<file path="src/rtl/tpu_accum_pkg.sv">
// rtl/tpu_accum_pkg.sv - shared constants, index widths and state enum for the accumulator read-out path
package tpu_accum_pkg;

  localparam int DEF_MAX_OUT_ROWS = 128;
  localparam int DEF_MAX_OUT_COLS = 128;
  localparam int DEF_SYS_ARR_ROWS = 16;
  localparam int DEF_SYS_ARR_COLS = 16;
  localparam int DEF_ACC_W        = 32;
  localparam int DEF_FIFO_DEPTH   = 4;

  localparam int NUM_ROW_SUB_MAT = DEF_MAX_OUT_ROWS / DEF_SYS_ARR_ROWS;
  localparam int NUM_COL_SUB_MAT = DEF_MAX_OUT_COLS / DEF_SYS_ARR_COLS;
  localparam int NUM_ACCUM_ROWS  = DEF_MAX_OUT_ROWS * NUM_COL_SUB_MAT;

  // Index fields never collapse to zero width, even for a single sub-matrix.
  function automatic int idx_w(input int n);
    return (n > 1) ? $clog2(n) : 1;
  endfunction

  localparam int SUB_ROW_W  = idx_w(DEF_SYS_ARR_ROWS);
  localparam int ROW_IDX_W  = idx_w(NUM_ROW_SUB_MAT);
  localparam int COL_IDX_W  = idx_w(NUM_COL_SUB_MAT);
  localparam int ACC_DATA_W = DEF_SYS_ARR_COLS * DEF_ACC_W;

  typedef enum logic [1:0] {
    IDLE  = 2'd0,
    RUN   = 2'd1,
    DRAIN = 2'd2
  } accum_rd_state_t;

endpackage

</file>
<file path="src/rtl/accum_table_rd_seq_if.sv">
// rtl/accum_table_rd_seq_if.sv - job control, table address/data and output stream bundle
interface accum_table_rd_seq_if
  import tpu_accum_pkg::*;
#(
  parameter int SRW = SUB_ROW_W,
  parameter int RW  = ROW_IDX_W,
  parameter int CW  = COL_IDX_W,
  parameter int DW  = ACC_DATA_W
);
  logic          start;
  logic [RW-1:0] num_row_submat;
  logic [CW-1:0] num_col_submat;

  logic [SRW-1:0] sub_row;
  logic [RW-1:0]  submat_row_idx;
  logic [CW-1:0]  submat_col_idx;
  logic           rd_en;
  logic [DW-1:0]  rd_data;

  logic [DW-1:0] out_data;
  logic          out_valid;
  logic          out_ready;
  logic          out_last;

  logic busy;
  logic done;

  modport master (
    input  start, num_row_submat, num_col_submat, rd_data, out_ready,
    output sub_row, submat_row_idx, submat_col_idx, rd_en,
    output out_data, out_valid, out_last, busy, done
  );

  modport slave (
    output start, num_row_submat, num_col_submat, rd_data, out_ready,
    input  sub_row, submat_row_idx, submat_col_idx, rd_en,
    input  out_data, out_valid, out_last, busy, done
  );
endinterface

</file>
<file path="src/rtl/accum_rd_fifo.sv">
// rtl/accum_rd_fifo.sv - small synchronous FIFO holding read data plus last tag, with occupancy count
module accum_rd_fifo #(
  parameter int DEPTH = 4,
  parameter int WIDTH = 513
) (
  input  logic                           clk,
  input  logic                           reset,
  input  logic                           push_i,
  input  logic [WIDTH-1:0]               push_data_i,
  input  logic                           pop_i,
  output logic [WIDTH-1:0]               head_o,
  output logic [$clog2(DEPTH+1)-1:0]     count_o
);
  localparam int PW   = (DEPTH > 1) ? $clog2(DEPTH) : 1;
  localparam int CNTW = $clog2(DEPTH + 1);

  logic [WIDTH-1:0] mem_q [DEPTH];
  logic [PW-1:0]    wr_ptr_q, wr_ptr_d;
  logic [PW-1:0]    rd_ptr_q, rd_ptr_d;
  logic [CNTW-1:0]  count_q, count_d;
  logic             do_pop;

  function automatic logic [PW-1:0] ptr_inc(input logic [PW-1:0] p);
    return (p == PW'(DEPTH - 1)) ? '0 : p + 1'b1;
  endfunction

  assign do_pop = pop_i && (count_q != '0);

  always_comb begin
    wr_ptr_d = push_i ? ptr_inc(wr_ptr_q) : wr_ptr_q;
    rd_ptr_d = do_pop ? ptr_inc(rd_ptr_q) : rd_ptr_q;
    count_d  = count_q;
    case ({push_i, do_pop})
      2'b10:   count_d = count_q + 1'b1;
      2'b01:   count_d = count_q - 1'b1;
      default: count_d = count_q;
    endcase
  end

  always_ff @(posedge clk or posedge reset) begin
    if (reset) begin
      wr_ptr_q <= '0;
      rd_ptr_q <= '0;
      count_q  <= '0;
    end else begin
      wr_ptr_q <= wr_ptr_d;
      rd_ptr_q <= rd_ptr_d;
      count_q  <= count_d;
    end
  end

  // Storage is cleared so the exposed head reads zero after reset.
  always_ff @(posedge clk or posedge reset) begin
    if (reset) begin
      for (int i = 0; i < DEPTH; i++) mem_q[i] <= '0;
    end else if (push_i) begin
      mem_q[wr_ptr_q] <= push_data_i;
    end
  end

  assign head_o  = mem_q[rd_ptr_q];
  assign count_o = count_q;
endmodule

</file>
<file path="src/rtl/accum_table_rd_seq.sv">
// rtl/accum_table_rd_seq.sv - walks accumulator rows, issues credit-limited table reads, streams results
// Optional stall_cycles counter is built when ACCUM_RD_PERF_EN is defined.
module accum_table_rd_seq
  import tpu_accum_pkg::*;
#(
  parameter int MAX_OUT_ROWS = DEF_MAX_OUT_ROWS,
  parameter int MAX_OUT_COLS = DEF_MAX_OUT_COLS,
  parameter int SYS_ARR_ROWS = DEF_SYS_ARR_ROWS,
  parameter int SYS_ARR_COLS = DEF_SYS_ARR_COLS,
  parameter int ACC_W        = DEF_ACC_W,
  parameter int FIFO_DEPTH   = DEF_FIFO_DEPTH
) (
  input  logic                  clk,
  input  logic                  reset,
  accum_table_rd_seq_if.master  bus
`ifdef ACCUM_RD_PERF_EN
  ,
  output logic [31:0]           stall_cycles
`endif
);
  localparam int N_ROW_SM = MAX_OUT_ROWS / SYS_ARR_ROWS;
  localparam int N_COL_SM = MAX_OUT_COLS / SYS_ARR_COLS;
  localparam int SRW      = idx_w(SYS_ARR_ROWS);
  localparam int RW       = idx_w(N_ROW_SM);
  localparam int CW       = idx_w(N_COL_SM);
  localparam int DW       = SYS_ARR_COLS * ACC_W;
  localparam int CNTW     = $clog2(FIFO_DEPTH + 1);

  accum_rd_state_t state_q, state_d;
  logic [SRW-1:0]  sub_row_q, sub_row_d;
  logic [RW-1:0]   row_q, row_d, num_row_q;
  logic [CW-1:0]   col_q, col_d, num_col_q;
  logic            rd_pending_q, pend_last_q;
  logic            rd_en, busy, done;
  logic            start_acc, last_rd, pop, out_valid;
  logic [CNTW-1:0] fifo_count;
  logic [DW:0]     fifo_head;

  assign start_acc = bus.start && (state_q == IDLE);
  assign last_rd   = (col_q == num_col_q) && (sub_row_q == SRW'(SYS_ARR_ROWS - 1)) &&
                     (row_q == num_row_q);

  always_ff @(posedge clk or posedge reset) begin
    if (reset) state_q <= IDLE;
    else       state_q <= state_d;
  end

  always_comb begin
    state_d = state_q;
    case (state_q)
      IDLE:    if (bus.start) state_d = RUN;
      RUN:     if (rd_en && last_rd) state_d = DRAIN;
      DRAIN:   if (!rd_pending_q && (fifo_count == '0)) state_d = IDLE;
      default: state_d = IDLE;
    endcase
  end

  // A read is only issued when the FIFO can hold it alongside any read still in flight.
  always_comb begin
    rd_en = (state_q == RUN) && ((int'(fifo_count) + int'(rd_pending_q)) < FIFO_DEPTH);
    busy  = (state_q != IDLE);
    done  = (state_q == DRAIN) && !rd_pending_q && (fifo_count == '0);
  end

  always_comb begin
    sub_row_d = sub_row_q;
    row_d     = row_q;
    col_d     = col_q;
    if (start_acc) begin
      sub_row_d = '0;
      row_d     = '0;
      col_d     = '0;
    end else if (rd_en) begin
      if (col_q == num_col_q) begin
        col_d = '0;
        if (sub_row_q == SRW'(SYS_ARR_ROWS - 1)) begin
          sub_row_d = '0;
          row_d     = (row_q == num_row_q) ? '0 : row_q + 1'b1;
        end else begin
          sub_row_d = sub_row_q + 1'b1;
        end
      end else begin
        col_d = col_q + 1'b1;
      end
    end
  end

  always_ff @(posedge clk or posedge reset) begin
    if (reset) begin
      sub_row_q    <= '0;
      row_q        <= '0;
      col_q        <= '0;
      num_row_q    <= '0;
      num_col_q    <= '0;
      rd_pending_q <= 1'b0;
      pend_last_q  <= 1'b0;
    end else begin
      sub_row_q    <= sub_row_d;
      row_q        <= row_d;
      col_q        <= col_d;
      rd_pending_q <= rd_en;
      pend_last_q  <= rd_en && last_rd;
      if (start_acc) begin
        num_row_q <= bus.num_row_submat;
        num_col_q <= bus.num_col_submat;
      end
    end
  end

  assign out_valid = (fifo_count != '0);
  assign pop       = out_valid && bus.out_ready;

  accum_rd_fifo #(
    .DEPTH (FIFO_DEPTH),
    .WIDTH (DW + 1)
  ) u_fifo (
    .clk         (clk),
    .reset       (reset),
    .push_i      (rd_pending_q),
    .push_data_i ({pend_last_q, bus.rd_data}),
    .pop_i       (pop),
    .head_o      (fifo_head),
    .count_o     (fifo_count)
  );

  assign bus.sub_row        = sub_row_q;
  assign bus.submat_row_idx = row_q;
  assign bus.submat_col_idx = col_q;
  assign bus.rd_en          = rd_en;
  assign bus.out_data       = fifo_head[DW-1:0];
  assign bus.out_last       = fifo_head[DW];
  assign bus.out_valid      = out_valid;
  assign bus.busy           = busy;
  assign bus.done           = done;

`ifdef ACCUM_RD_PERF_EN
  logic [31:0] stall_q;

  always_ff @(posedge clk or posedge reset) begin
    if (reset) begin
      stall_q <= '0;
    end else if (start_acc) begin
      stall_q <= '0;
    end else if (busy && out_valid && !bus.out_ready && (stall_q != '1)) begin
      stall_q <= stall_q + 32'd1;
    end
  end

  assign stall_cycles = stall_q;
`endif
endmodule

</file>
<file path="src/flat_wrapper.sv">
// flat-port wrapper written by rule: the top's interface ports become plain ports
module accum_table_rd_seq_flat import tpu_accum_pkg::*;
#(
  parameter int MAX_OUT_ROWS = DEF_MAX_OUT_ROWS,
  parameter int MAX_OUT_COLS = DEF_MAX_OUT_COLS,
  parameter int SYS_ARR_ROWS = DEF_SYS_ARR_ROWS,
  parameter int SYS_ARR_COLS = DEF_SYS_ARR_COLS,
  parameter int ACC_W        = DEF_ACC_W,
  parameter int FIFO_DEPTH   = DEF_FIFO_DEPTH
)
  (clk, reset, bus_start, bus_num_row_submat, bus_num_col_submat, bus_rd_data, bus_out_ready, bus_sub_row, bus_submat_row_idx, bus_submat_col_idx, bus_rd_en, bus_out_data, bus_out_valid, bus_out_last, bus_busy, bus_done);
  accum_table_rd_seq_if bus_i ();
  input  logic clk;
  input  logic reset;
  input wire logic [$bits(bus_i.start)-1:0] bus_start;
  input wire logic [$bits(bus_i.num_row_submat)-1:0] bus_num_row_submat;
  input wire logic [$bits(bus_i.num_col_submat)-1:0] bus_num_col_submat;
  input wire logic [$bits(bus_i.rd_data)-1:0] bus_rd_data;
  input wire logic [$bits(bus_i.out_ready)-1:0] bus_out_ready;
  output wire logic [$bits(bus_i.sub_row)-1:0] bus_sub_row;
  output wire logic [$bits(bus_i.submat_row_idx)-1:0] bus_submat_row_idx;
  output wire logic [$bits(bus_i.submat_col_idx)-1:0] bus_submat_col_idx;
  output wire logic [$bits(bus_i.rd_en)-1:0] bus_rd_en;
  output wire logic [$bits(bus_i.out_data)-1:0] bus_out_data;
  output wire logic [$bits(bus_i.out_valid)-1:0] bus_out_valid;
  output wire logic [$bits(bus_i.out_last)-1:0] bus_out_last;
  output wire logic [$bits(bus_i.busy)-1:0] bus_busy;
  output wire logic [$bits(bus_i.done)-1:0] bus_done;
  assign bus_i.start = bus_start;
  assign bus_i.num_row_submat = bus_num_row_submat;
  assign bus_i.num_col_submat = bus_num_col_submat;
  assign bus_i.rd_data = bus_rd_data;
  assign bus_i.out_ready = bus_out_ready;
  assign bus_sub_row = bus_i.sub_row;
  assign bus_submat_row_idx = bus_i.submat_row_idx;
  assign bus_submat_col_idx = bus_i.submat_col_idx;
  assign bus_rd_en = bus_i.rd_en;
  assign bus_out_data = bus_i.out_data;
  assign bus_out_valid = bus_i.out_valid;
  assign bus_out_last = bus_i.out_last;
  assign bus_busy = bus_i.busy;
  assign bus_done = bus_i.done;
  accum_table_rd_seq #(.MAX_OUT_ROWS(MAX_OUT_ROWS), .MAX_OUT_COLS(MAX_OUT_COLS), .SYS_ARR_ROWS(SYS_ARR_ROWS), .SYS_ARR_COLS(SYS_ARR_COLS), .ACC_W(ACC_W), .FIFO_DEPTH(FIFO_DEPTH)) u_core (.clk(clk), .reset(reset), .bus(bus_i));
endmodule
</file>
<file path="config.mk">
export PLATFORM = sky130hd
export DESIGN_NAME = accum_table_rd_seq_flat
export DESIGN_NICKNAME = d
export VERILOG_FILES = /design/src/rtl/tpu_accum_pkg.sv /design/src/rtl/accum_table_rd_seq_if.sv /design/src/rtl/accum_rd_fifo.sv /design/src/rtl/accum_table_rd_seq.sv /design/src/flat_wrapper.sv
export SDC_FILE = /design/constraint.sdc
export NUM_CORES = 2
export LEC_CHECK = 0
export BUFFER_PORTS_ARGS = -buffer_cell sky130_fd_sc_hd__buf_2
export CAP_MARGIN = 10
export CORE_ASPECT_RATIO = 0.5
export CORE_MARGIN = 1.5
export CORE_UTILIZATION = 30
export CTS_CLUSTER_SIZE = 14
export DETAILED_ROUTE_END_ITERATION = 6
export SLEW_MARGIN = 15
export SYNTH_ARGS = -nofsm -noshare
export SYNTH_HDL_FRONTEND = slang
export SYNTH_SLANG_ARGS = --single-unit
</file>
<file path="constraint.sdc">
create_clock -name clk -period 150 [get_ports clk]
set_clock_uncertainty 0.15 [all_clocks]
set_input_delay 0 -clock clk [delete_from_list [all_inputs] [get_ports clk]]
set_output_delay 0 -clock clk [all_outputs]
set_load 0.03 [all_outputs]
</file>
==> results.py <==
metrics = {
    "cts": {
        "cts_root_buffer": "clkbuf_16",
        "clk_latency_ns": 0.85,
        "clk_pin_slew_worst_paths_ns": 0.06,
        "cts_made_buffers": 199,
        "ctsLongestPathBuffers": 4,
        "cts.sinks": 2079,
        "h-tree-depth": 4,
        "cts_tree": "built",
    },
    "floorplan": {
        "io_pins": 1049,
        "dieArea_um2": 300100,
        "fp.coreArea_um2": 295100,
        "rows": 141,
        "die_height_um": 388.1,
        "die_w_um": 773.3,
        "initial_core_util_pct": 30.15,
    },
    "final_layout": {
        "fin_nets": 7667,
        "fillers": 27650,
        "area_delta_synth_final_pct": 29.58,
        "fin_util_pct": 39.07,
        "drive_gt1_share_pct": 54.82,
    },
    "logic_synthesis": {
        "synth.largest_area_cell": "dfrtp_1",
        "synth.avg_cell_area_um2": 17.45,
        "synth-warning-count": 0,
        "synthDominantCellAreaShare_pct": 58.46,
        "synthSimpleGateAreaFrac_pct": 0.3318,
        "synthTopCellsByCount": "2,079 x dfrtp_1, 2,053 x mux2_2, 513 x mux4_2",
        "synth.distinct_cells": 33,
        "yosys_register_bits": 2079,
        "synth_fp_nets": 5633,
        "syn_inst": 5101,
        "synth_top_family_by_area": "multiplexers",
        "synthAdderAreaFrac_pct": 0.1490,
        "synth_compound_area_share_pct": 0.1420,
        "synth-main-ff-cell": "dfrtp_1",
        "synthTopCellsByArea": "dfrtp_1 58%, mux2_2 26%, mux4_2 13%",
        "syn_area_um2": 88990,
        "async_flop_share_pct": 100.0,
        "synth.area.mux_share_pct": 38.98,
        "ys_seq_area_share_pct": 58.46,
        "yosysMostFrequentCell": "dfrtp_1",
        "synth_edf_count": 0,
        "synth_xor_area_share_pct": 0.08857,
    },
    "global_route": {
        "grt_max_degree": 177,
        "antenna_found_initial": 68,
        "grt_pass1_wl_mm": 379.0,
        "grt_use_total_pct": 16.47,
        "grt_overflow": 0,
        "grt_pass1_vias": 57810,
    },
    "detailed_routing": {
        "dr_total_vias": 53270,
        "drt_wl_total_mm": 252.3,
        "ant_nets": 0,
        "route.detailed.drc": 0,
        "dr.first_iter.drc_count": 2345,
        "vias_per_cell": 4.736,
        "first_pass_iters": 4,
        "wl_per_cell_um": 22.43,
    },
    "timing": {
        "relSlewSlack_pct": 23.95,
        "fmax_mhz": 167.2,
        "slew_viol_final": 0,
        "setup_viol": 0,
        "rsz0062_at_grt": "false",
        "setup_tns_ns": 0,
        "min_period_ns": 5.981,
        "timing_hold_violations_final": 0,
        "worstMarginPinSlew_ns": 1.141,
        "fin_hold_ws_ns": 0.1051,
        "final.setup.worst_slack_ns": 144.02,
        "fin_crit_sh_pct": 3.987,
    },
    "setup_path": {
        "cp-end-kind": "async pin",
        "reg2reg_slack_ns": 145.19,
        "arrival_ns": 6.70,
        "worstSetupPathType": "in -> async",
        "startpoint_type": "input port",
        "startpoint": "reset",
        "r2r-end": "u_core.u_fifo.mem_q[859]",
        "worstPathRequired_ns": 150.72,
        "rr_worst_depth": 7,
        "r2r-start": "u_core.u_fifo.wr_ptr_q[0]",
        "path_max_fanout": 111,
    },
    "hold_path": {
        "hold_start": "bus_start",
        "holdCritPathClass": "in -> reg",
        "worstHoldPathCells": 4,
        "whs_endpoint": "u_core.state_q[0]",
    },
    "pwr": {
        "p_per_area_nw_per_um2": 25.38,
        "leakage_nw": 48.51,
        "ir_drop_mv": 0.01739,
    },
    "place": {
        "io_buffers": 1048,
        "post-dp-hpwl_mm": 163.7,
        "dp_worst_setup_slack_ns": 144.04,
        "gp_congestion": 0.7923,
    },
    "run": {
        "max_cap_violations": 0,
    },
    "status": {
        "outcome": "finished clean",
    },
}
==> what timing repair did <==
item,CTS,global route
gates resized for setup,0,0
buffers inserted,0,0
hold buffers,1054,0
endpoints found under the hold margin,2297,0
==> through the flow <==
step / cells / instance area, um^2 / total power [mW]
after floorplan: 5101 / 88990 / 2.011
after global placement: 9812 / 98300 / 2.400
after detailed placement: 9812 / 98300 / 2.426
after CTS: 11210 / 115200 / 2.964
after global routing: 11250 / 115300 / 3.066
final: 11250 / 115300 / 2.926
==> power breakdown <==
group / total, mW / internal [mW] / switching [mW] / leakage [nW]
combinational: 1.43 / 0.645 / 0.785 / 21.1
clock: 0.505 / 0.281 / 0.224 / 3.14
sequential: 0.991 / 0.852 / 0.139 / 24.2
==> worst max path at each step <==
| stage | to | slack [ns] | depth (start not counted) |
|---|---|---|---|
| 6_report | u_core.u_fifo.mem_q[321] | 144.02 | 10 |
| 5_1_grt | u_core.u_fifo.mem_q[321] | 143.11 | 10 |
| 4_1_cts | u_core.u_fifo.mem_q[321] | 143.80 | 10 |
| 3_5_place_dp | u_core.u_fifo.mem_q[1347] | 144.04 | 8 |
| 3_3_place_gp | u_core.u_fifo.mem_q[1318] | 144.10 | 8 |
| 2_1_floorplan | u_core.bus.sub_row[0] | 91.12 | 1 |
==> metal layers <==
metal  up-vias  wire (um)  part of all wire [%]  global-route usage [%]
li1      23260          -                     -                       -
met3       569       7164                   2.8                   2.298
met1     28570      92650                    37                   18.18
met4         2      19130                   7.6                   10.77
met2       875     133300                    53                   29.76
met5         -         10                0.0040                       0
==> area by class of cell <==
class	instances	area, um^2	share of cell area, %
repair buffers	2176	16490	14.30
inverters	12	52.55	0.04557
clock buffers	296	5838	5.062
multi-input cells	2667	35360	30.66
diodes	38	95.09	0.08246
well taps	3932	4920	4.266
clock inverters	48	531.8	0.4611
flip-flops and latches	2079	52030	45.12
==> registers in the layout, summed over array words and instances (netlist names) <==
signal / count
u_core.bus.submat_col_idx: 3
u_core.u_fifo.mem_q: 2052
u_core.u_fifo.count_o: 3
u_core.num_row_q: 3
u_core.bus.sub_row: 4
u_core.num_col_q: 3
u_core.bus.submat_row_idx: 3
u_core.u_fifo.wr_ptr_q: 2
u_core.rd_pending_q: 1
u_core.u_fifo.rd_ptr_q: 2
u_core.pend_last_q: 1
u_core.state_q: 2
==> kinds of logic after synthesis <==
group,count (synthesis)
mux,2568
flops,2079
buf+inv,355
simple gates,59
compound gates,21
fa+ha+maj,10
xor+xnor,9
==> critical path, cell delays in order <==
cell           delay, ns
dlygate4sd3_1       0.55
buf_2               0.13
dlygate4sd3_1       0.62
inv_8               0.55
buf_4               0.87
buf_4               0.78
buf_4               0.64
buf_4               0.71
buf_4               0.84
buf_4               0.79
==> cell usage in the layout, fill, tap and decap left out, drive strengths merged <==
| cell | instances |
|---|---|
| a21o | 1 |
| a21oi | 6 |
| a31oi | 2 |
| and3 | 2 |
| buf | 1122 |
| bufinv | 7 |
| clkbuf | 296 |
| clkinv | 30 |
| clkinvlp | 2 |
| dfrtp | 2079 |
| diode | 38 |
| dlygate4sd3 | 1054 |
| fa | 1 |
| ha | 9 |
| inv | 21 |
| mux2 | 2053 |
| mux2i | 2 |
| mux4 | 513 |
| nand2 | 30 |
| nand2b | 3 |
| nand3 | 6 |
| nand3b | 2 |
| nand4b | 2 |
| nor2 | 3 |
| nor3 | 2 |
| nor3b | 1 |
| nor4 | 1 |
| o211ai | 1 |
| o21ai | 6 |
| o21bai | 1 |
| o311ai | 1 |
| o31ai | 3 |
| or3 | 4 |
| or4 | 2 |
| or4b | 1 |
| xnor2 | 7 |
| xor2 | 2 |
Power figures use the tool's default switching activity.
